===== config.mk =====
export PLATFORM = sky130hd
export DESIGN_NAME = irq_controller
export DESIGN_NICKNAME = d
export VERILOG_FILES = /design/src/rtl/irq_pkg.sv /design/src/rtl/irq_delay_line.sv /design/src/rtl/irq_controller.sv
export SDC_FILE = /design/constraint.sdc
export NUM_CORES = 1
export LEC_CHECK = 0
export CAP_MARGIN = 0
export CELL_PAD_IN_SITES_DETAIL_PLACEMENT = 1
export CELL_PAD_IN_SITES_GLOBAL_PLACEMENT = 2
export CORE_MARGIN = 2
export CORE_UTILIZATION = 37
export DETAILED_ROUTE_END_ITERATION = 8
export DONT_BUFFER_PORTS = 1
export PLACE_DENSITY = 0.77
export SYNTH_ARGS = -nofsm -noshare
export SYNTH_HDL_FRONTEND = slang
export SYNTH_SLANG_ARGS = --single-unit

===== constraint.sdc =====
create_clock -name clock_16 -period 3.05 [get_ports clock_16]
set_clock_uncertainty 0.1 [all_clocks]
set_input_delay 0.305 -clock clock_16 [delete_from_list [all_inputs] [get_ports clock_16]]
set_output_delay 0.305 -clock clock_16 [all_outputs]
set_load 0.03 [all_outputs]

===== src/rtl/irq_pkg.sv =====
// Shared interrupt definitions: source bit map, MMIO offsets and byte-enable helper.
// Latency: n/a (types and constants only).
// Backpressure: n/a.
package irq_pkg;

    typedef enum logic [3:0] {
        VBLANK  = 4'd0,
        HBLANK  = 4'd1,
        VCOUNT  = 4'd2,
        TIMER0  = 4'd3,
        TIMER1  = 4'd4,
        TIMER2  = 4'd5,
        TIMER3  = 4'd6,
        SERIAL  = 4'd7,
        DMA0    = 4'd8,
        DMA1    = 4'd9,
        DMA2    = 4'd10,
        DMA3    = 4'd11,
        KEYPAD  = 4'd12,
        GAMEPAK = 4'd13
    } irq_src_e;

    localparam int          IRQ_NUM_SRC = 14;
    localparam logic [11:0] IE_IF_ADDR  = 12'h200;
    localparam logic [11:0] IME_ADDR    = 12'h208;

    // Expands two byte enables into a 16-bit bit mask.
    function automatic logic [15:0] be_mask16(input logic [1:0] be);
        return {{8{be[1]}}, {8{be[0]}}};
    endfunction

endpackage


===== src/rtl/irq_delay_line.sv =====
// 1-bit shift register of DEPTH stages with asynchronous clear.
// Latency: DEPTH cycles from d_i to q_o.
// Backpressure: none, shifts every cycle.
module irq_delay_line #(
    parameter int DEPTH = 3
) (
    input  logic clk_i,
    input  logic rst_ni,
    input  logic d_i,
    output logic q_o
);

    logic [DEPTH-1:0] stage_q;
    logic [DEPTH-1:0] stage_d;

    if (DEPTH == 1) begin : g_single
        assign stage_d = d_i;
    end else begin : g_shift
        assign stage_d = {stage_q[DEPTH-2:0], d_i};
    end

    always_ff @(posedge clk_i or negedge rst_ni) begin
        if (!rst_ni) begin
            stage_q <= '0;
        end else begin
            stage_q <= stage_d;
        end
    end

    assign q_o = stage_q[DEPTH-1];

endmodule


===== src/rtl/irq_controller.sv =====
// Interrupt controller: edge-detects sources into IF, masks by IE/IME, drives delayed cpu_irq.
// Latency: IF set one clock after a source edge; cpu_irq follows pending by IRQ_DELAY clocks; halt_wake by 1.
// Backpressure: none; MMIO writes are single-cycle strobes that always complete.
import irq_pkg::*;

module irq_controller #(
    parameter int NUM_SRC   = IRQ_NUM_SRC,
    parameter int IRQ_DELAY = 3
) (
    input  logic               clock_16,
    input  logic               reset_n,
    input  logic [NUM_SRC-1:0] irq_src,
    input  logic               wr_en,
    input  logic [11:0]        wr_addr,
    input  logic [31:0]        wr_data,
    input  logic [3:0]         wr_be,
    output logic [15:0]        IE_out,
    output logic [15:0]        IF_out,
    output logic               IME_out,
    output logic               cpu_irq,
    output logic               halt_wake
);

    localparam logic [15:0] SRC_MASK = 16'((32'd1 << NUM_SRC) - 32'd1);

    logic [NUM_SRC-1:0] src_prev_q;
    logic [15:0]        ie_q, ie_d;
    logic [15:0]        if_q, if_d;
    logic               ime_q, ime_d;
    logic               halt_wake_q;

    logic               ie_if_hit;
    logic               ime_hit;
    logic [15:0]        ie_wmask;
    logic [15:0]        if_clr;
    logic [15:0]        if_set;
    logic               pending;

    always_comb begin
        ie_if_hit = wr_en && (wr_addr == IE_IF_ADDR);
        ime_hit   = wr_en && (wr_addr == IME_ADDR);

        ie_wmask  = ie_if_hit ? be_mask16(wr_be[1:0]) : 16'h0000;
        ie_d      = ((ie_q & ~ie_wmask) | (wr_data[15:0] & ie_wmask)) & SRC_MASK;

        // A fresh edge overrides a same-cycle W1C so no request is lost.
        if_clr    = ie_if_hit ? (wr_data[31:16] & be_mask16(wr_be[3:2])) : 16'h0000;
        if_set    = 16'(irq_src & ~src_prev_q);
        if_d      = ((if_q & ~if_clr) | if_set) & SRC_MASK;

        ime_d     = (ime_hit && wr_be[0]) ? wr_data[0] : ime_q;

        pending   = ime_q & (|(ie_q & if_q));
    end

    // src_prev resets high so a line already asserted at reset release is not seen as an edge.
    always_ff @(posedge clock_16 or negedge reset_n) begin
        if (!reset_n) begin
            src_prev_q  <= '1;
            ie_q        <= 16'h0000;
            if_q        <= 16'h0000;
            ime_q       <= 1'b0;
            halt_wake_q <= 1'b0;
        end else begin
            src_prev_q  <= irq_src;
            ie_q        <= ie_d;
            if_q        <= if_d;
            ime_q       <= ime_d;
            halt_wake_q <= |(ie_q & if_q);
        end
    end

    irq_delay_line #(
        .DEPTH (IRQ_DELAY)
    ) u_irq_delay (
        .clk_i  (clock_16),
        .rst_ni (reset_n),
        .d_i    (pending),
        .q_o    (cpu_irq)
    );

    assign IE_out    = ie_q;
    assign IF_out    = if_q;
    assign IME_out   = ime_q;
    assign halt_wake = halt_wake_q;

endmodule


==> impl_metrics.env <==
export IMPL_max_slew_margin_rel_pct=51.9
export IMPL_grt_overflow=0
export IMPL_synth_largest_type_area_fraction_pct=43.5
export IMPL_setup_tns_ns=0
export IMPL_synth_sequential_area_ratio_pct=62.9
export IMPL_startpoint_to_endpoint_class_of_the_critical_path="primary input to register"
export IMPL_synth_compound_area_share_pct=10.6
export IMPL_pin_count_of_the_biggest_net_entering_global_routing=48
export IMPL_hold_path_class="primary input to register"
export IMPL_tritoncts_num_buffers=5
export IMPL_cp_peak_stage_delay_ns=0.80
export IMPL_endpoint_required_time_on_the_critical_path_ns=3.12
export IMPL_num_antenna_cells=0
export IMPL_cts_clk_slew_worst_paths_ns=0.08
export IMPL_crit_path_max_fo=8
export IMPL_clock_tree_buffer_depth=2
export IMPL_yosys_warnings=0
export IMPL_p_comb_share_pct=5.5
export IMPL_drc=0
export IMPL_yosys_mux_area_fraction_pct=8.90
export IMPL_worst_path_buf_inv=0
export IMPL_dp_hpwl_mm=3.17
export IMPL_finalWeightedCongestion=0.667
export IMPL_post_synth_num_cell_types=20
export IMPL_max_slew_worst_pin_slew_ns=0.716
export IMPL_timing_critical_path_arrival_ns=2.06
export IMPL_outcome="completed"
export IMPL_placedCellCount=203
export IMPL_postPlaceCellArea_sq_mm=0.00196
export IMPL_drt_iter0_markers=38
export IMPL_ir_drop_v=0.000175
export IMPL_worstSetupEndpointType="register"
export IMPL_die_area_sq_mm=0.00572
export IMPL_report_final_hold_viol_count=0
export IMPL_first_pass_grt_wire_length_mm=6.41
export IMPL_cpMaxStageDelayCell="sky130_fd_sc_hd__or4_1"
export IMPL_cts_tree="built"
export IMPL_synth_top_family_by_area="simple AND/OR/NAND/NOR gates"
export IMPL_fraction_of_final_layout_cells_with_drive_strength_greater_than_1_pct=26.1
export IMPL_p_int_uw=827
export IMPL_synth_area_leader_cell="sky130_fd_sc_hd__dfrtp_1"
export IMPL_period_share_pct=65.2
export IMPL_final_max_slew_viol_count=0
export IMPL_syn2layout_area_growth_pct=16.7
export IMPL_layout_cell_area_non_filler_sq_mm=0.00222
export IMPL_p_sw_uw=230
export IMPL_netlist_instances=136
export IMPL_route_antenna_remaining_nets=0
export IMPL_clock_sink_count=47
export IMPL_sw_frac_of_total_pct=21.8
export IMPL_synthXorXnorAreaFrac_pct=0
export IMPL_die_y_microns=75.6
export IMPL_grt_util_met2_pct=28.0
export IMPL_leakagePower_nw=0.949
export IMPL_die_w_microns=75.6
export IMPL_setup_repair_after_global_routing_missed_its_margin="false"
export IMPL_number_of_antenna_violations_at_the_first_check_in_global_routing=0
export IMPL_final_cell_mix="sky130_fd_sc_hd__dfrtp_1 (33), sky130_fd_sc_hd__mux2_2 (15), sky130_fd_sc_hd__dlygate4sd3_1 (15)"
export IMPL_vias_in_the_first_global_route=1300
export IMPL_rows=26
export IMPL_top_usage_layer="met2"
export IMPL_yosys_area_share_adder_pct=0
export IMPL_global_route_usage_met3_pct=4.89
export IMPL_layout_commonest_cell="sky130_fd_sc_hd__dfrtp_1"
export IMPL_layout_cells_non_filler=227
export IMPL_design_portCount=100
export IMPL_total_number_of_vias=1235
export IMPL_detail_route_wirelength_mm=4.44
export IMPL_final_nets=221
export IMPL_critPathTopFamily="simple AND/OR/NAND/NOR gates"
export IMPL_synth_simple_gate_area_share_pct=12.5
export IMPL_port_buffers=0
export IMPL_final_setup_viol_count=0
export IMPL_clock_latency_ns=0.29
export IMPL_drt_pre_antenna_iters=4
export IMPL_drv_cap=0
export IMPL_detail_route_wl_per_cell_microns=19.6
export IMPL_sequentialPowerShare_pct=61.0
export IMPL_clock_tree_root_cell="sky130_fd_sc_hd__clkbuf_8"
export IMPL_viasPerCell=5.44
export IMPL_coreArea_sq_mm=0.00504
export IMPL_cp_start_kind="primary input"
export IMPL_start_util_pct=37.6
export IMPL_yosys_top_cells_area="sky130_fd_sc_hd__dfrtp_1 (44%), sky130_fd_sc_hd__dfstp_2 (19%), sky130_fd_sc_hd__mux2_2 (8.9%)"
export IMPL_syn_cell_area_sq_mm=0.00190
export IMPL_synthesis_area_per_instance_sq_um=14.0
export IMPL_groute_usage_overall_pct=15.8
export IMPL_finalCriticalPeriod_ns=1.99
export IMPL_max_clock_freq_mhz=503
export IMPL_cts_htree_levels=2
export IMPL_worstPathCellList="or4_4 > or4_1 > a221o_1"
export IMPL_groute_layer_met1_usage_pct=17.8
export IMPL_ys_seq_elements=47
export IMPL_p_per_area_mw_per_mm2=477
export IMPL_p_clk_share_pct=33.5
metal layers:
| metal | up-vias | part of all wire (%) |
|---|---|---|
| met5 | - | 0 |
| met3 | 5 | 8.0 |
| met1 | 644 | 38 |
| met4 | 0 | 1.3 |
| li1 | 523 | - |
| met2 | 63 | 53 |
logic make-up after synthesis:
| kind of cell | count (synthesis) |
|---|---|
| other | 1 |
| AO/OA/AOI/OAI | 22 |
| multiplexers | 15 |
| AND/OR/NAND/NOR | 31 |
| buffers and inverters | 20 |
| flip-flops | 47 |
cell usage after synthesis:
cell type                  instances
sky130_fd_sc_hd__o31a_1            1
sky130_fd_sc_hd__buf_2             2
sky130_fd_sc_hd__conb_1            1
sky130_fd_sc_hd__nor4_4            2
sky130_fd_sc_hd__or4_1             2
sky130_fd_sc_hd__nand2b_1          4
sky130_fd_sc_hd__inv_1            14
sky130_fd_sc_hd__dfstp_2          14
sky130_fd_sc_hd__dfrtp_1          33
sky130_fd_sc_hd__a22oi_1           7
sky130_fd_sc_hd__or3_1             1
sky130_fd_sc_hd__or4b_4            2
sky130_fd_sc_hd__nor4_1            1
sky130_fd_sc_hd__nand3_1           1
sky130_fd_sc_hd__buf_4             4
sky130_fd_sc_hd__nand2_1           3
sky130_fd_sc_hd__or4_4             1
sky130_fd_sc_hd__mux2_2           15
sky130_fd_sc_hd__a221o_1          14
sky130_fd_sc_hd__nor2b_1          14
final cells by class:
| type | count | area, sq um |
|---|---|---|
| Clock inverter | 1 | 5.00 |
| Sequential cell | 47 | 1190 |
| Fill cell | 532 | 2830 |
| Clock buffer | 7 | 76.3 |
| Multi-Input combinational cell | 72 | 623 |
| Inverter | 14 | 52.6 |
| Tap cell | 70 | 87.6 |
| Timing Repair Buffer | 16 | 178 |
metrics by stage:
step | worst slack [ns] | total power, mW | hold WS [ns] | util [%]
floorplan | 0.977 | 0.683 | -0.0906 | -
global placement | 0.776 | 0.681 | -0.0894 | 38.8
detailed placement | 0.742 | 0.683 | -0.0894 | 38.8
CTS | 1.06 | 1.08 | 0.0487 | 43.9
global route | 1.04 | 1.11 | 0.0411 | 43.9
finish | 1.06 | 1.06 | 0.0594 | 43.9
final timing paths:
kind	slack (ns)	cells after the start	to	startpoint
setup / recovery	1.06	3	IF_out[6]$_DFF_PN0_	wr_addr[4]
setup reg to reg	1.57	3	halt_wake$_DFF_PN0_	register
hold / removal	0.06	1	IF_out[5]$_DFF_PN0_	irq_src[5]
min in group asynchronous	0.41	2	IF_out[4]$_DFF_PN0_	reset_n
max in group asynchronous	2.16	2	src_prev_q[6]$_DFF_PN1_	reset_n
hold reg to reg	0.26	0	u_irq_delay.stage_q[2]$_DFF_PN0_	u_irq_delay.stage_q[1]$_DFF_PN0_
what timing repair did:
item,CTS,global route
hold buffers,16,0
setup buffers,0,0
hold endpoints to repair,61,0
resized for setup,0,0
power groups by stage:
stage               Clock [mW]  Sequential (mW)  Combinational, mW
floorplan                    0            0.656             0.0264
global placement             0            0.657             0.0242
detailed placement           0            0.658             0.0254
CTS                      0.371            0.646             0.0590
global route             0.403            0.647             0.0639
finish                   0.354            0.645             0.0577
(Power assumes the default switching activity.)
